`config.mk`:
```
export PLATFORM = sky130hd
export DESIGN_NAME = threshold_integrator_ctrl
export DESIGN_NICKNAME = d
export VERILOG_FILES = /design/src/rtl/threshold_integrator_ctrl_pkg.sv /design/src/rtl/threshold_integrator_ctrl.sv
export SDC_FILE = /design/constraint.sdc
export NUM_CORES = 1
export LEC_CHECK = 0
export ABC_AREA = 1
export BUFFER_PORTS_ARGS = -buffer_cell sky130_fd_sc_hd__buf_4
export CORE_AREA = 2 2 98 100
export CTS_CLUSTER_DIAMETER = 200
export CTS_CLUSTER_SIZE = 10
export DETAILED_ROUTE_END_ITERATION = 6
export DIE_AREA = 0 0 100 102
export PLACE_DENSITY_LB_ADDON = 0.15
export SYNTH_ARGS = -nofsm -noshare
export SYNTH_HDL_FRONTEND = slang
export SYNTH_SLANG_ARGS = --single-unit
```
`constraint.sdc`:
```
create_clock -name clk -period 2.54 [get_ports clk]
set_clock_uncertainty 0.2 [all_clocks]
set_input_delay 0.635 -clock clk [delete_from_list [all_inputs] [get_ports clk]]
set_output_delay 0.635 -clock clk [all_outputs]
set_load 0.01 [all_outputs]
```
`src/rtl/threshold_integrator_ctrl_pkg.sv`:
```
// Shared state and fault encodings for the threshold_integrator sequencer.
// Supervisors import this package to decode state_out and fault_code.
package threshold_integrator_ctrl_pkg;

   typedef enum logic [2:0] {
      S_IDLE       = 3'd0,
      S_RELEASE    = 3'd1,
      S_WAIT_SETUP = 3'd2,
      S_ARMED      = 3'd3,
      S_FAULT      = 3'd4
   } ctrl_state_e;

   typedef enum logic [2:0] {
      F_NONE          = 3'd0,
      F_BAD_CFG       = 3'd1,
      F_SETUP_TIMEOUT = 3'd2,
      F_OVER_THRESH   = 3'd3,
      F_FIFO_OVF      = 3'd4,
      F_FIFO_UNF      = 3'd5
   } fault_e;

   localparam logic [15:0] TRIP_MAX = 16'hFFFF;

   function automatic int unsigned max_u(input int unsigned a, input int unsigned b);
      return (a > b) ? a : b;
   endfunction

   // Simultaneous integrator faults resolve over_threshold > overflow > underflow.
   function automatic fault_e fault_sel(input logic over_thr, input logic ovf, input logic unf);
      if (over_thr) return F_OVER_THRESH;
      if (ovf)      return F_FIFO_OVF;
      if (unf)      return F_FIFO_UNF;
      return F_NONE;
   endfunction

endpackage

```
`src/rtl/threshold_integrator_ctrl.sv`:
```
// Sequencer for one threshold_integrator: validates config, releases and enables
// the integrator, supervises its fault outputs and latches the first fault.
module threshold_integrator_ctrl
   import threshold_integrator_ctrl_pkg::*;
#(
   parameter int unsigned RELEASE_CYCLES = 16,
   parameter int unsigned SETUP_TIMEOUT  = 1000000
) (
   input  logic        clk,
   input  logic        resetn,
   input  logic        arm,
   input  logic        disarm,
   input  logic [31:0] window_cfg,
   input  logic [14:0] threshold_cfg,
   output logic        integ_rst,
   output logic        integ_enable,
   output logic [31:0] integ_window,
   output logic [14:0] integ_threshold,
   input  logic        integ_setup_done,
   input  logic        integ_over_threshold,
   input  logic        integ_err_overflow,
   input  logic        integ_err_underflow,
   output logic [2:0]  state_out,
   output logic [2:0]  fault_code,
   output logic        shutdown_req,
   output logic        armed,
   output logic [15:0] trip_count
);

   localparam int unsigned CNT_W = $clog2(max_u(RELEASE_CYCLES, SETUP_TIMEOUT) + 1);
   localparam logic [CNT_W-1:0] REL_LAST = CNT_W'(RELEASE_CYCLES - 1);
   localparam logic [CNT_W-1:0] TO_LAST  = CNT_W'(SETUP_TIMEOUT - 1);

   ctrl_state_e      state_q, state_d;
   fault_e           code_q, code_d;
   fault_e           fault_in;
   logic [CNT_W-1:0] cnt_q, cnt_d;
   logic             cfg_valid;
   logic             cfg_load;
   logic             trip_event;
   logic             shutdown_d;

   assign cfg_valid = (|window_cfg[31:11]) && (|threshold_cfg);
   assign fault_in  = fault_sel(integ_over_threshold, integ_err_overflow, integ_err_underflow);

   always_comb begin
      state_d  = state_q;
      code_d   = code_q;
      cnt_d    = '0;
      cfg_load = 1'b0;

      unique case (state_q)
         S_IDLE: begin
            if (arm && !disarm) begin
               cfg_load = 1'b1;
               if (cfg_valid) begin
                  state_d = S_RELEASE;
               end else begin
                  state_d = S_FAULT;
                  code_d  = F_BAD_CFG;
               end
            end
         end
         S_RELEASE: begin
            if (cnt_q == REL_LAST) begin
               state_d = S_WAIT_SETUP;
            end else begin
               cnt_d = cnt_q + CNT_W'(1);
            end
         end
         S_WAIT_SETUP: begin
            if (fault_in != F_NONE) begin
               state_d = S_FAULT;
               code_d  = fault_in;
            end else if (integ_setup_done) begin
               state_d = S_ARMED;
            end else if (cnt_q == TO_LAST) begin
               state_d = S_FAULT;
               code_d  = F_SETUP_TIMEOUT;
            end else begin
               cnt_d = cnt_q + CNT_W'(1);
            end
         end
         S_ARMED: begin
            if (fault_in != F_NONE) begin
               state_d = S_FAULT;
               code_d  = fault_in;
            end
         end
         S_FAULT: begin
            state_d = S_FAULT;
         end
         default: begin
            state_d = S_IDLE;
            code_d  = F_NONE;
         end
      endcase

      // Disarm overrides every transition above, including a fault on the same cycle.
      if (disarm && state_q != S_IDLE) begin
         state_d = S_IDLE;
         code_d  = F_NONE;
         cnt_d   = '0;
      end
   end

   assign trip_event = (state_d == S_FAULT) && (state_q != S_FAULT) &&
                       (code_d inside {F_OVER_THRESH, F_FIFO_OVF, F_FIFO_UNF});
   assign shutdown_d = (state_d == S_FAULT) && (code_d != F_NONE) && (code_d != F_BAD_CFG);

   always_ff @(posedge clk or negedge resetn) begin
      if (!resetn) begin
         state_q <= S_IDLE;
         code_q  <= F_NONE;
         cnt_q   <= '0;
      end else begin
         state_q <= state_d;
         code_q  <= code_d;
         cnt_q   <= cnt_d;
      end
   end

   always_ff @(posedge clk or negedge resetn) begin
      if (!resetn) begin
         integ_rst    <= 1'b1;
         integ_enable <= 1'b0;
         armed        <= 1'b0;
         shutdown_req <= 1'b0;
      end else begin
         integ_rst    <= (state_d == S_IDLE);
         integ_enable <= (state_d == S_WAIT_SETUP) || (state_d == S_ARMED);
         armed        <= (state_d == S_ARMED);
         shutdown_req <= shutdown_d;
      end
   end

   always_ff @(posedge clk or negedge resetn) begin
      if (!resetn) begin
         integ_window    <= '0;
         integ_threshold <= '0;
      end else if (cfg_load) begin
         integ_window    <= window_cfg;
         integ_threshold <= threshold_cfg;
      end
   end

   always_ff @(posedge clk or negedge resetn) begin
      if (!resetn) begin
         trip_count <= '0;
      end else if (trip_event && trip_count != TRIP_MAX) begin
         trip_count <= trip_count + 16'd1;
      end
   end

   assign state_out  = state_q;
   assign fault_code = code_q;

endmodule

```
# Word-level counts from Yosys, hierarchy flattened
# Cells that the tools add are included.
# word_totals
output_inout_bits	73
ff_bits	93
elab_cells	83
input_bits	55
# op_classes
n_reduce_logical	19
add_sub_neg	2
n_eq_ne	15
muxes	37
# op_table
operator	n
2-to-1 mux 20 bit	5
2-to-1 mux 3 bit	21
one-hot mux 20 bit (2 select lines)	1
OR reduction 21 bit	1
adder 20 x 1 -> 20 bit, second input constant	1
equality test 20 bit, second input constant	1
equality test 20 x 4 -> 1 bit, second input constant	1
adder 16 x 1 -> 16 bit, second input constant	1
inequality test 16 bit, second input constant	1
equality test 3 x 2 -> 1 bit, second input constant	5
one-hot mux 3 bit (5 select lines)	1
OR reduction 15 bit	1
equality test 3 bit, second input constant	4
one-hot mux 3 bit (4 select lines)	1
nonzero test 3 bit	4
logical AND 1 bit	8
2-to-1 mux 1 bit	8
zero test 3 bit	2
equality test 3 x 1 -> 1 bit, second input constant	1
inequality test 3 x 1 -> 1 bit, second input constant	1
inequality test 3 bit, second input constant	1
OR reduction 2 bit	1
zero test 1 bit	1
logical OR 1 bit	1

# Logic depth before layout (Yosys ltp)
# logic_depth
depth_word	15
mapped_depth	16
ltp_nobuf	15

# Worst setup path before layout
# Ideal clock, no wire load.
# synth_path
path_type	input to register
start	input integ_err_overflow
end	register trip_count[3]
setup_ns	0.117
cell_stages	11
setup_slack_ns	0.410
t_arrival_ns	1.813
n_path_buf	1
required_ns	2.223
path_cell_list	nor3_2 inv_1 o21ai_0 nand2_1 nand2_2 a21oi_4 nand2_4 nand3_4 buf_12 nand2_2 nand2_1
# synth_via
elab_chain_len	13
word_cells_on_any_way	24
cone_classes	4 x eq/ne; 15 x mux; 5 x reduce/logical
# synth_rtl
element	line_no	source
start: declaration	threshold_integrator_ctrl.sv:21	input logic integ_err_overflow,
2-to-1 mux 3 bit	threshold_integrator_ctrl_pkg.sv:31	if (ovf) return F_FIFO_OVF;
2-to-1 mux 3 bit	threshold_integrator_ctrl_pkg.sv:32	if (unf) return F_FIFO_UNF;
2-to-1 mux 3 bit	threshold_integrator_ctrl_pkg.sv:33	return F_NONE;
2-to-1 mux 3 bit *	threshold_integrator_ctrl_pkg.sv:32	
2-to-1 mux 3 bit *	threshold_integrator_ctrl_pkg.sv:31	
nonzero test 3 bit	threshold_integrator_ctrl.sv:72, threshold_integrator_ctrl.sv:85	
2-to-1 mux 3 bit (on tied branches)	threshold_integrator_ctrl.sv:85, threshold_integrator_ctrl.sv:72	
one-hot mux 3 bit (4 select lines) *	threshold_integrator_ctrl.sv:52	unique case (state_q)
2-to-1 mux 3 bit *	threshold_integrator_ctrl.sv:100	if (disarm && state_q != S_IDLE) begin
net code_d[1]	threshold_integrator_ctrl.sv:35	fault_e code_q, code_d;
equality test 3 x 2 -> 1 bit or equality test 3 bit (tied branches)	threshold_integrator_ctrl.sv:108	(code_d inside {F_OVER_THRESH, F_FIFO_OVF, F_FIFO_UNF});
nonzero test 3 bit *	threshold_integrator_ctrl.sv:108	
logical AND 1 bit *	threshold_integrator_ctrl.sv:107	assign trip_event = (state_d == S_FAULT) && (state_q != S_FAULT) &&
logical AND 1 bit *	threshold_integrator_ctrl.sv:150	end else if (trip_event && trip_count != TRIP_MAX) begin
end signal: assignment	threshold_integrator_ctrl.sv:151	trip_count <= trip_count + 16'd1;
end: declaration	threshold_integrator_ctrl.sv:27	output logic [15:0] trip_count
# Mark *: on every way through the listed nets, which the timed path passes. The rest lies on a longest branch. The select of a mux whose other input is x is not followed.
# A chain may end at the register's enable or synchronous reset.

# Final worst setup path
# layout_path
start	register cnt_q[0]
end	register trip_count[14]
# layout_via
elab_chain_len	10
word_cells_on_any_way	21
cone_classes	6 x eq/ne; 11 x mux; 4 x reduce/logical
# layout_rtl
element	line_no	source
start: declaration	threshold_integrator_ctrl.sv:37	logic [CNT_W-1:0] cnt_q, cnt_d;
start signal: assignment	threshold_integrator_ctrl.sv:119	cnt_q <= cnt_d;
equality test 20 bit	threshold_integrator_ctrl.sv:77	end else if (cnt_q == TO_LAST) begin
2-to-1 mux 3 bit	threshold_integrator_ctrl.sv:77	
2-to-1 mux 3 bit	threshold_integrator_ctrl.sv:75	end else if (integ_setup_done) begin
2-to-1 mux 3 bit	threshold_integrator_ctrl.sv:72	if (fault_in != F_NONE) begin
one-hot mux 3 bit (4 select lines) or one-hot mux 3 bit (5 select lines) (tied branches)	threshold_integrator_ctrl.sv:52	
2-to-1 mux 3 bit	threshold_integrator_ctrl.sv:100	
equality test 3 x 2 -> 1 bit, or another cell as far along	threshold_integrator_ctrl.sv:108	
nonzero test 3 bit or logical AND 1 bit (tied branches)	threshold_integrator_ctrl.sv:108, threshold_integrator_ctrl.sv:107	
logical AND 1 bit *	threshold_integrator_ctrl.sv:107	
logical AND 1 bit *	threshold_integrator_ctrl.sv:150	
# Every way passes the cells marked *; elsewhere a longest branch is shown, timed or not.

==> results.yml <==
power_and_ir_drop:
  p_leak_uw: 0.00316
  powerDensity_nw_per_um2: 587
  ir_drop_mv: 0.345
detailed_routing:
  met2_length_um: 5650
  met3_length_um: 641
  totalWireLength_um: 11200
  wl_per_cell_um: 13.3
  vias: 4279
  top_layer_used: "met4"
  viasPerCell: 5.05
  drc: 0
  drtPass1Iterations: 5
  drt_iter0_drc: 160
  wl_met1_um: 4720
  antenna_left: 0
grt:
  track_usage_pct: 22.8
  grt_remaining_overflow: 0
  grt_max_degree: 94
  antenna_found_initial: 0
  grt_pass1_wl_um: 18500
  grt_pass1_vias: 3993
critical_path:
  critPathTopFamily: "simple AND/OR/NAND/NOR gates"
  reg2reg_from: "cnt_q[0]"
  r2r_end: "trip_count[14]"
  startpoint: "cnt_q[0]"
  cp.arrival_ns: 2.42
  path_depth: 14
  slowest_delay_ns: 0.37
  crit_end: "trip_count[14]"
  r2r_cells: 14
  endpoint_kind: "flop"
  path_class: "flop to flop"
  crit_chain: "ha_1 > nand2_1 > nor2_4 > inv_1 > nor2_1 > nand3_1 > nand2_1 > nand2_2 > nand2_1 > nand2_2 > nand2_4 > nand3_2 > nand2_1 > nand2_1"
  cp.buffers_inverters: 1
  cp.required_ns: 2.60
  reg2reg_setup_slack_ns: 0.18
  start_kind: "flop"
  cp_common_cell: "nand2_1"
  slowest_stage: "dfrtp_1"
  crit_fanout: 8
cells_and_area:
  post-route-util_pct: 66.6
  nFillCells: 779
  diodes: 0
  stdcell_count: 847
  final_nets: 788
  drive_gt1_share_pct: 25.4
  areaGrowthSynthToFinish_pct: 28.2
yosys:
  syn_area_um2: 4730
  synth-warning-count: 0
  ys.flop_type: "dfrtp_1"
  yosys.cell_types.count: 34
  synth_top_family_by_area: "simple AND/OR/NAND/NOR gates"
  synth_top_cells_by_count: "192 x nand2_1, 92 x dfrtp_1, 67 x nor2_1"
  synthCells: 600
  synthMostInstantiatedCell: "nand2_1"
  synthAdderAreaFrac_pct: 0.529
  synth_seq_cells: 93
  yosysTopAreaCellShare_pct: 48.7
  syn_nets: 657
  synth_seq_area_share_pct: 49.2
  synth_xor_area_share_pct: 4.81
  ys_top_cells_by_area: "dfrtp_1 49%, nand2_1 15%, nor2_1 5.3%"
  synth_compound_area_share_pct: 3.57
  synth_top_cell_by_area: "dfrtp_1"
  synth_area_per_cell_um2: 7.89
  synthSimpleGateAreaFrac_pct: 34.5
  synthMuxAreaShare_pct: 0
  synth_edf_count: 0
  synthArstFlopShare_pct: 100
cts:
  cts_made_buffers: 9
  clock_latency_ns: 0.36
  cts_tree: "yes"
  clkTransAtPathRegs_ns: 0.10
  cts_root_buffer: "clkbuf_8"
  cts_htree_levels: 3
  clk_path_buf_depth: 2
  cts.sinks: 93
floorplan:
  fp.dieH_um: 102
  initial_core_util_pct: 52.0
  core_um2: 9110
  die_w_um: 100
  rows: 35
  die_area_um2: 10200
  io_pins: 128
timing:
  max_slew_margin_pct: 62.0
  drv_slew: 0
  max_freq_mhz: 424
  min_period_ns: 2.36
  worst_slew_pin_slew_ns: 0.570
  setup_tns_ns: 0
  rsz0062_at_grt: "no"
  setup_viol: 0
  fin_crit_sh_pct: 92.9
  finalHoldViolations: 0
run:
  max_cap_viol_count: 0
placed_design:
  dp_cells: 830
  dpl.hpwl_um: 8180
  routabilityCongestion: 0.921
  io_buffers: 127
run_status:
  outcome: "finished, final reports clean"
hold_path:
  hp-class: "primary input to asynchronous set/reset pin"
[flip-flops by register name (all words and copies together) (netlist names)]
name             flops
armed                1
cnt_q               20
fault_code           3
integ_enable         1
integ_rst            1
integ_threshold     15
integ_window        32
shutdown_req         1
state_out            3
trip_count          16
[repair_timing]
| item | 4_1_cts | 5_1_grt |
|---|---|---|
| hold buffers | 0 | 0 |
| hold endpoints to repair | 0 | 0 |
| buffers inserted | 0 | 0 |
| gates resized for setup | 0 | 1 |
| setup endpoints to repair | 0 | 3 |
[power breakdown]
part	switching, uW	internal [uW]	leakage [uW]
Clock	550	568	0.000108
Sequential	101	1650	0.00122
Combinational	352	343	0.00183
[per-layer routing]
layer  vias up  GRT usage (%)
met4         0           8.85
met1      1986           28.5
met3        19           5.40
met5         -              0
met2       121           38.7
li1       2153              -
[final cells by class]
class,count,area (um2),area share (%)
flip-flops and latches,93,2330,38.4
multi-input cells,421,2070,34.1
repair buffers,135,1040,17.1
inverters,71,267,4.39
well taps,111,139,2.29
clock buffers,9,124,2.04
clock inverters,7,104,1.71
[worst min path at each step]
stage | depth (start not counted) | slack (ns) | endpoint
after floorplan | 0 | 0.14 | armed
after global placement | 1 | 0.24 | cnt_q[0]
after detailed placement | 1 | 0.26 | cnt_q[0]
after CTS | 2 | 0.12 | integ_window[22]
after global routing | 2 | 0.13 | integ_window[22]
final | 2 | 0.1 | integ_window[22]
[cells by family after synthesis]
kind of cell    Yosys count
compound gates           30
xor+xnor                 26
fa+ha+maj                 2
buf+inv                  87
flops                    93
simple gates            362
[worst register-to-register path: stages (launching register included)]
cell and delay (ns):
dfrtp_1 0.37, ha_1 0.17, nand2_1 0.10, nor2_4 0.14, inv_1 0.09, nor2_1 0.18
nand3_1 0.13, nand2_1 0.11, nand2_2 0.08, nand2_1 0.09, nand2_2 0.07, nand2_4 0.12
nand3_2 0.24, nand2_1 0.13, nand2_1 0.05
[metrics by stage]
stage / hold WS (ns) / power (uW) / worst slack (ns) / area (um2)
floorplan: 0.139 / 2050 / 0.410 / 4730
detailed placement: 0.259 / 2480 / 0.0628 / 5830
global route: 0.132 / 3750 / 0.00380 / 6070
global placement: 0.243 / 2460 / 0.145 / 5830
CTS: 0.123 / 3600 / 0.179 / 6050
finish: 0.0985 / 3560 / 0.181 / 6070
[placed cells by master (no fill, tap or decap), types with 5 or more instances in the layout]
| cell type | instances |
|---|---|
| nand2_2 | 13 |
| dfrtp_1 | 92 |
| xnor2_1 | 7 |
| inv_1 | 65 |
| nand2_1 | 192 |
| nor2_1 | 66 |
| xor2_1 | 19 |
| nand3_1 | 28 |
| buf_4 | 133 |
| nor3_1 | 10 |
| o21ai_0 | 23 |
| nand4_1 | 31 |
| clkbuf_8 | 9 |
| inv_2 | 5 |
Note: power is estimated with default switching activity, not from simulation.
